File: src/rtl/ica_pkg.sv
// -----------------------------------------------------------------------------
// ica_pkg
// Shared definitions for the ICA remix datapath:
//   - default geometry and widths (DEF_SIZE_N, DEF_SIZE_C, DEF_DATA_W,
//     DEF_COEF_W, DEF_FRAC_W)
//   - remix_state_t, the frame sequencer states
//   - sat_round(), the fixed-point output stage (shift, optional rounding,
//     saturation)
// Build option: IC_REMIX_ROUND_EN adds half an LSB before the shift
// (round half up). Without it the shift floors.
// -----------------------------------------------------------------------------
package ica_pkg;

  localparam int DEF_SIZE_N = 8;
  localparam int DEF_SIZE_C = 3;
  localparam int DEF_DATA_W = 16;
  localparam int DEF_COEF_W = 16;
  localparam int DEF_FRAC_W = 14;

  typedef enum logic [1:0] {
    IDLE,
    MAC,
    OUT
  } remix_state_t;

  // Accumulator arrives sign-extended to 64 bits so a single function
  // serves any parameterisation of the top level.
  function automatic logic signed [63:0] sat_round(
    input logic signed [63:0] acc,
    input int                 data_w,
    input int                 frac_w
  );
    logic signed [63:0] v;
    logic signed [63:0] hi;
    logic signed [63:0] lo;
    v = acc;
`ifdef IC_REMIX_ROUND_EN
    v = v + (64'sd1 <<< (frac_w - 1));
`endif
    v  = v >>> frac_w;
    hi = (64'sd1 <<< (data_w - 1)) - 64'sd1;
    lo = -(64'sd1 <<< (data_w - 1));
    if (v > hi) begin
      v = hi;
    end else if (v < lo) begin
      v = lo;
    end
    return v;
  endfunction

endpackage

File: src/rtl/remix_mac.sv
// -----------------------------------------------------------------------------
// remix_mac
// Registered signed multiply-accumulate with synchronous clear.
//   clk, rst_n : clock, asynchronous active-low reset
//   clear      : acc <= 0 on the next edge (wins over en)
//   en         : acc <= acc + a*b on the next edge
//   a, b       : signed operands (DATA_W, COEF_W)
//   acc        : signed accumulator (ACC_W), sized by the parent so it
//                cannot overflow over one output channel
// -----------------------------------------------------------------------------
module remix_mac #(
  parameter int DATA_W = 16,
  parameter int COEF_W = 16,
  parameter int ACC_W  = 35
) (
  input  logic                     clk,
  input  logic                     rst_n,
  input  logic                     clear,
  input  logic                     en,
  input  logic signed [DATA_W-1:0] a,
  input  logic signed [COEF_W-1:0] b,
  output logic signed [ACC_W-1:0]  acc
);

  localparam int PROD_W = DATA_W + COEF_W;

  logic signed [PROD_W-1:0] prod;
  logic signed [ACC_W-1:0]  acc_d;
  logic signed [ACC_W-1:0]  acc_q;

  always_comb begin
    // NOTE: every combinational output gets a default first, so no path
    // through the block leaves a variable unassigned and no latch appears.
    acc_d = acc_q;
    prod  = PROD_W'(a) * PROD_W'(b);
    if (clear) begin
      acc_d = '0;
    end else if (en) begin
      acc_d = acc_q + {{(ACC_W - PROD_W){prod[PROD_W-1]}}, prod};
    end
  end

  // NOTE: state registers use non-blocking assignments so every flop
  // samples pre-edge values regardless of process ordering.
  always_ff @(posedge clk or negedge rst_n) begin
    if (!rst_n) begin
      acc_q <= '0;
    end else begin
      acc_q <= acc_d;
    end
  end

  assign acc = acc_q;

endmodule

File: src/rtl/ic_remix.sv
// -----------------------------------------------------------------------------
// ic_remix
// Rebuilds SIZE_N sensor channels from SIZE_C independent components,
// x_hat[n] = sum_c W[n][c] * s[c], with a per-component mask. One shared
// MAC spends SIZE_C cycles per channel; channels leave one per handshake.
// Ports:
//   clk, rst_n                          clock, asynchronous active-low reset
//   coef_we/coef_row/coef_col/coef_data coefficient write (idle only)
//   comp_mask                           bit c = 1 keeps component c
//   in_valid/in_ready/in_data           one packed C-component sample
//   out_valid/out_ready                 channel handshake
//   out_data/out_chan/out_last          channel sample, index, last flag
//   busy                                a frame is in flight
// Build option: IC_REMIX_ROUND_EN selects round-half-up instead of floor.
// -----------------------------------------------------------------------------
module ic_remix
  import ica_pkg::*;
#(
  parameter int SIZE_N = DEF_SIZE_N,
  parameter int SIZE_C = DEF_SIZE_C,
  parameter int DATA_W = DEF_DATA_W,
  parameter int COEF_W = DEF_COEF_W,
  parameter int FRAC_W = DEF_FRAC_W,
  localparam int RW = (SIZE_N > 1) ? $clog2(SIZE_N) : 1,
  localparam int CW = (SIZE_C > 1) ? $clog2(SIZE_C) : 1
) (
  input  logic                     clk,
  input  logic                     rst_n,
  input  logic                     coef_we,
  input  logic [RW-1:0]            coef_row,
  input  logic [CW-1:0]            coef_col,
  input  logic signed [COEF_W-1:0] coef_data,
  input  logic [SIZE_C-1:0]        comp_mask,
  input  logic                     in_valid,
  output logic                     in_ready,
  input  logic [SIZE_C*DATA_W-1:0] in_data,
  output logic                     out_valid,
  input  logic                     out_ready,
  output logic signed [DATA_W-1:0] out_data,
  output logic [RW-1:0]            out_chan,
  output logic                     out_last,
  output logic                     busy
);

  localparam int ACC_W = DATA_W + COEF_W + $clog2(SIZE_C) + 1;

  remix_state_t             state_d, state_q;
  logic [RW-1:0]            chan_d, chan_q;
  logic [CW-1:0]            comp_d, comp_q;
  logic [SIZE_C-1:0]        mask_d, mask_q;
  logic signed [DATA_W-1:0] samp_d [SIZE_C];
  logic signed [DATA_W-1:0] samp_q [SIZE_C];
  logic signed [COEF_W-1:0] coef_d [SIZE_N][SIZE_C];
  logic signed [COEF_W-1:0] coef_q [SIZE_N][SIZE_C];

  logic                     mac_clear;
  logic                     mac_en;
  logic signed [DATA_W-1:0] mac_a;
  logic signed [COEF_W-1:0] mac_b;
  logic signed [ACC_W-1:0]  acc;

  always_comb begin
    state_d   = state_q;
    chan_d    = chan_q;
    comp_d    = comp_q;
    mask_d    = mask_q;
    samp_d    = samp_q;
    coef_d    = coef_q;
    mac_clear = 1'b0;
    mac_en    = 1'b0;

    case (state_q)
      IDLE: begin
        if (in_valid) begin
          for (int c = 0; c < SIZE_C; c++) begin
            samp_d[c] = in_data[c*DATA_W +: DATA_W];
          end
          mask_d    = comp_mask;
          chan_d    = '0;
          comp_d    = '0;
          mac_clear = 1'b1;
          state_d   = MAC;
        end
      end
      MAC: begin
        // Masked components still spend their cycle (operand forced to 0)
        // so output latency does not depend on the mask.
        mac_en = 1'b1;
        if (comp_q == CW'(SIZE_C - 1)) begin
          comp_d  = '0;
          state_d = OUT;
        end else begin
          comp_d = comp_q + 1'b1;
        end
      end
      OUT: begin
        if (out_ready) begin
          if (chan_q == RW'(SIZE_N - 1)) begin
            chan_d  = '0;
            state_d = IDLE;
          end else begin
            chan_d    = chan_q + 1'b1;
            mac_clear = 1'b1;
            state_d   = MAC;
          end
        end
      end
      default: state_d = IDLE;
    endcase

    // Coefficients only change between frames; a write landing on the
    // accept edge is already in place for the frame's first MAC cycle.
    if (coef_we && (state_q == IDLE) &&
        (int'(coef_row) < SIZE_N) && (int'(coef_col) < SIZE_C)) begin
      coef_d[coef_row][coef_col] = coef_data;
    end
  end

  always_ff @(posedge clk or negedge rst_n) begin
    if (!rst_n) begin
      state_q <= IDLE;
      chan_q  <= '0;
      comp_q  <= '0;
      mask_q  <= '0;
      for (int c = 0; c < SIZE_C; c++) begin
        samp_q[c] <= '0;
      end
      // NOTE: the coefficient store is a flop array, not a RAM macro, so it
      // can and must be cleared by reset to give a known W after power-up.
      for (int n = 0; n < SIZE_N; n++) begin
        for (int c = 0; c < SIZE_C; c++) begin
          coef_q[n][c] <= '0;
        end
      end
    end else begin
      state_q <= state_d;
      chan_q  <= chan_d;
      comp_q  <= comp_d;
      mask_q  <= mask_d;
      samp_q  <= samp_d;
      coef_q  <= coef_d;
    end
  end

  assign mac_a = mask_q[comp_q] ? samp_q[comp_q] : '0;
  assign mac_b = coef_q[chan_q][comp_q];

  remix_mac #(
    .DATA_W (DATA_W),
    .COEF_W (COEF_W),
    .ACC_W  (ACC_W)
  ) u_mac (
    .clk   (clk),
    .rst_n (rst_n),
    .clear (mac_clear),
    .en    (mac_en),
    .a     (mac_a),
    .b     (mac_b),
    .acc   (acc)
  );

  // acc is frozen while in OUT, so the outputs hold until out_ready.
  assign in_ready  = (state_q == IDLE);
  assign busy      = (state_q != IDLE);
  assign out_valid = (state_q == OUT);
  assign out_chan  = chan_q;
  assign out_last  = (state_q == OUT) && (chan_q == RW'(SIZE_N - 1));
  assign out_data  = (state_q == OUT)
                   ? DATA_W'(sat_round({{(64 - ACC_W){acc[ACC_W-1]}}, acc},
                                       DATA_W, FRAC_W))
                   : '0;

endmodule

File: config.mk
export PLATFORM = sky130hd
export DESIGN_NAME = ic_remix
export DESIGN_NICKNAME = d
export VERILOG_FILES = /design/src/rtl/ica_pkg.sv /design/src/rtl/remix_mac.sv /design/src/rtl/ic_remix.sv
export SDC_FILE = /design/constraint.sdc
export NUM_CORES = 2
export LEC_CHECK = 0
export BUFFER_PORTS_ARGS = -buffer_cell sky130_fd_sc_hd__buf_2
export CAP_MARGIN = 20
export CORE_MARGIN = 3
export CORE_UTILIZATION = 35
export DETAILED_ROUTE_END_ITERATION = 8
export HOLD_SLACK_MARGIN = 0.08
export PLACE_DENSITY = 0.62
export SLEW_MARGIN = 20
export SYNTH_ARGS = -nofsm -noshare
export SYNTH_HDL_FRONTEND = slang
export SYNTH_HIERARCHICAL = 1
export SYNTH_SLANG_ARGS = --single-unit
File: constraint.sdc
create_clock -name clk -period 11.2 [get_ports clk]
set_clock_uncertainty 0.1 [all_clocks]
set_input_delay 1.12 -clock clk [delete_from_list [all_inputs] [get_ports clk]]
set_output_delay 1.12 -clock clk [all_outputs]
set_load 0.02 [all_outputs]
==> out/results.ini <==
[status]
outcome = finished, final reports clean

[critical_path]
start_kind = register
required_ps = 11560
crit_path_frequent_cell = fa_1
worst-setup-path-type = register to register
crit_buf_inv = 5
crit_slowest_cell = dfrtp_4
worstPathArrival_ps = 10950
critical-path-top-delay-family = adder cells
endpoint_kind = register
path_max_fanout = 24
cpPeakStageDelay_ps = 660

[logic_synthesis]
synth_fp_nets = 3415
synth_seq_cells = 477
synth-compound-area-share = 0.0566
netlist.area_leader.share = 0.360
ys_types = 75
synth-adder-area-share = 0.204
synth_enable_flop_cells = 0
synth_ff_type = dfrtp_1
synthMuxAreaShare = 0.206
netlist_area_um2 = 33200
yosysWarnings = 6
synth_area_leaders = dfrtp_1, fa_1, mux2_2
synth_common_cells = dfrtp_1, mux2_2, nand2_1
synth_most_common_cell = dfrtp_1
netlist.top_cell.by_area = dfrtp_1
avgSynthCellArea_um2 = 11.2
syn_inst = 2956
seq_area_frac_synth = 0.360
synth_top_family_by_area = multiplexers
yosys.area_share.simple = 0.101
async_flop_share = 1.00
synth-xor-area-share = 0.0165

[timing]
period_share = 0.945
grt_setup_unrepaired = no
fin_setup_tns_ps = 0
period_minus_slack_ps = 10590
worst_slew_margin_rel = 0.287
fmax_mhz = 94.4
hold_viol = 0
worst_slew_pin_slew_ps = 1070
setup_viol = 0
finalMaxSlewViolations = 0

[power]
cellPowerDensity_nw_per_um2 = 222
p_leak_uw = 0.0184
ir_drop_v = 0.000123
total_power_uw = 8230

[detailed_routing]
ant_nets = 0
drc = 0
via_per_inst = 5.05
drt_iter0_markers = 1290
post_drt_wl_per_cell_um = 19.4
firstDrtPassIters = 6
num_vias = 21900
routed_wl_mm = 84.1

[grt]
antenna_found_initial = 6
grt_pass1_vias = 23000
met1_usage = 0.231
grt_max_degree = 160
grt-ovfl-total = 0
use_met3 = 0.0278
grt_usage = 0.173
use_met2 = 0.293
grt_busiest_layer = met2
grt_pass1_wl_mm = 134

[placed_design]
place_area_um2 = 35300
place_congestion = 0.838
dp_hpwl_mm = 59.4
numPortBuffers = 99

[clock_tree]
numCtsBuffers = 50
h-tree-depth = 2
clock_sinks = 477
clock_latency_ps = 620
cts_buffer_depth = 3
clk_pin_slew_ps = 60
ctsHoldBuffers = 0
root_buffer = clkbuf_16
cts_tree = done

[floorplan]
die_area_um2 = 98500
initial_core_util = 0.354
core_area_um2 = 93600
num_io_pins = 100
die_w_um = 314
rows = 112
die_h_um = 314

[cells_and_area]
layout.nets = 3496
fin_area_um2 = 37000
drive_gt1_frac = 0.237
areaGrowthSynthToFinish_pct = 11.7
final_core_util = 0.396

[min_path]
min_path_type = register to register

[run]
cap_violations = 0

==> logic make-up (layout without fill, tap and decap cells) <==
logic type	Yosys count	in the layout
buffers and inverters	475	593
flip-flops	477	477
AND/OR/NAND/NOR	725	725
other	0	2
AO/OA/AOI/OAI	279	279
XOR/XNOR	61	61
multiplexers	557	557
adder cells (fa/ha/maj)	382	382
==> layout make-up <==
class / count / area [um2]
antenna: 2 / 5.00
clock inverter: 16 / 183
tap: 1254 / 1570
sequential: 477 / 11900
multi-input combinational: 2004 / 19400
clock buffer: 73 / 1460
inverter: 313 / 1170
timing repair buffer: 191 / 1290
fill: 9113 / 56600
==> timing repair <==
item	CTS	global route
resized for setup	0	2
hold endpoints to repair	0	0
setup buffers	0	8
setup endpoints to repair	0	1
==> registers in the layout (all words and copies together), names as in the netlist <==
| register | flops |
|---|---|
| coef_q | 384 |
| samp_q | 48 |
| u_mac/acc | 35 |
| mask_q | 3 |
| out_chan | 3 |
| comp_q | 2 |
| state_q | 2 |
==> power by group <==
group | total (uW) | switching [uW] | internal (uW)
clock network | 1680 | 729 | 953
logic | 4070 | 2310 | 1750
registers | 2480 | 275 | 2200
total | 8230 | 3320 | 4910
==> worst register-to-register path: cells and delay by family, from the launching register on <==
family	cells	cell delay (ps)
and+or+nand+nor	8	1650
buffers and inverters	5	630
DFF	1	660
adders and majority gates	8	3770
muxes	1	340
AOI/OAI and AO/OA	10	2910
xor gates and xnor gates	2	380
==> metrics by stage <==
stage               hold slack [ps]  setup slack, ps  cells
floorplan                       345             1460   2956
global placement                358              568   4229
detailed placement              363              397   4231
CTS                             378              359   4320
global route                    400             2.91   4328
finish                          376              611   4330
==> cells in the final DEF (no fill, tap or decap), types with 18 or more instances in the layout <==
| cell | n |
|---|---|
| a21o_1 | 24 |
| nor2_1 | 148 |
| dfrtp_1 | 475 |
| buf_2 | 98 |
| a22oi_1 | 37 |
| mux2i_1 | 116 |
| fa_1 | 263 |
| nand3_1 | 35 |
| ha_1 | 119 |
| a221oi_1 | 25 |
| mux2_2 | 351 |
| and2_1 | 125 |
| clkbuf_16 | 50 |
| o21ai_0 | 41 |
| xnor2_1 | 51 |
| nand2b_1 | 18 |
| nand2_1 | 316 |
| mux2_4 | 20 |
| mux4_2 | 56 |
| a21oi_1 | 75 |
| buf_4 | 84 |
| inv_1 | 312 |
==> worst paths after layout <==
check,from,to,slack [ps],cells after the start
min reg2reg,samp_q[28],samp_q[28],380,2
min,samp_q[28],samp_q[28],380,2
max reg2reg,out_chan[1],u_mac/acc[34],610,34
max,out_chan[1],u_mac/acc[34],610,34
min in group asynchronous,rst_n,samp_q[23],470,1
max in group asynchronous,rst_n,out_chan[0],8040,3
==> layer usage <==
metal	wire (um)	share of wire
met4	1880	0.022
met1	37300	0.44
met3	4420	0.053
met2	40500	0.48
met5	13	0.00015
No activity file was read; power rests on OpenSTA's default activity.
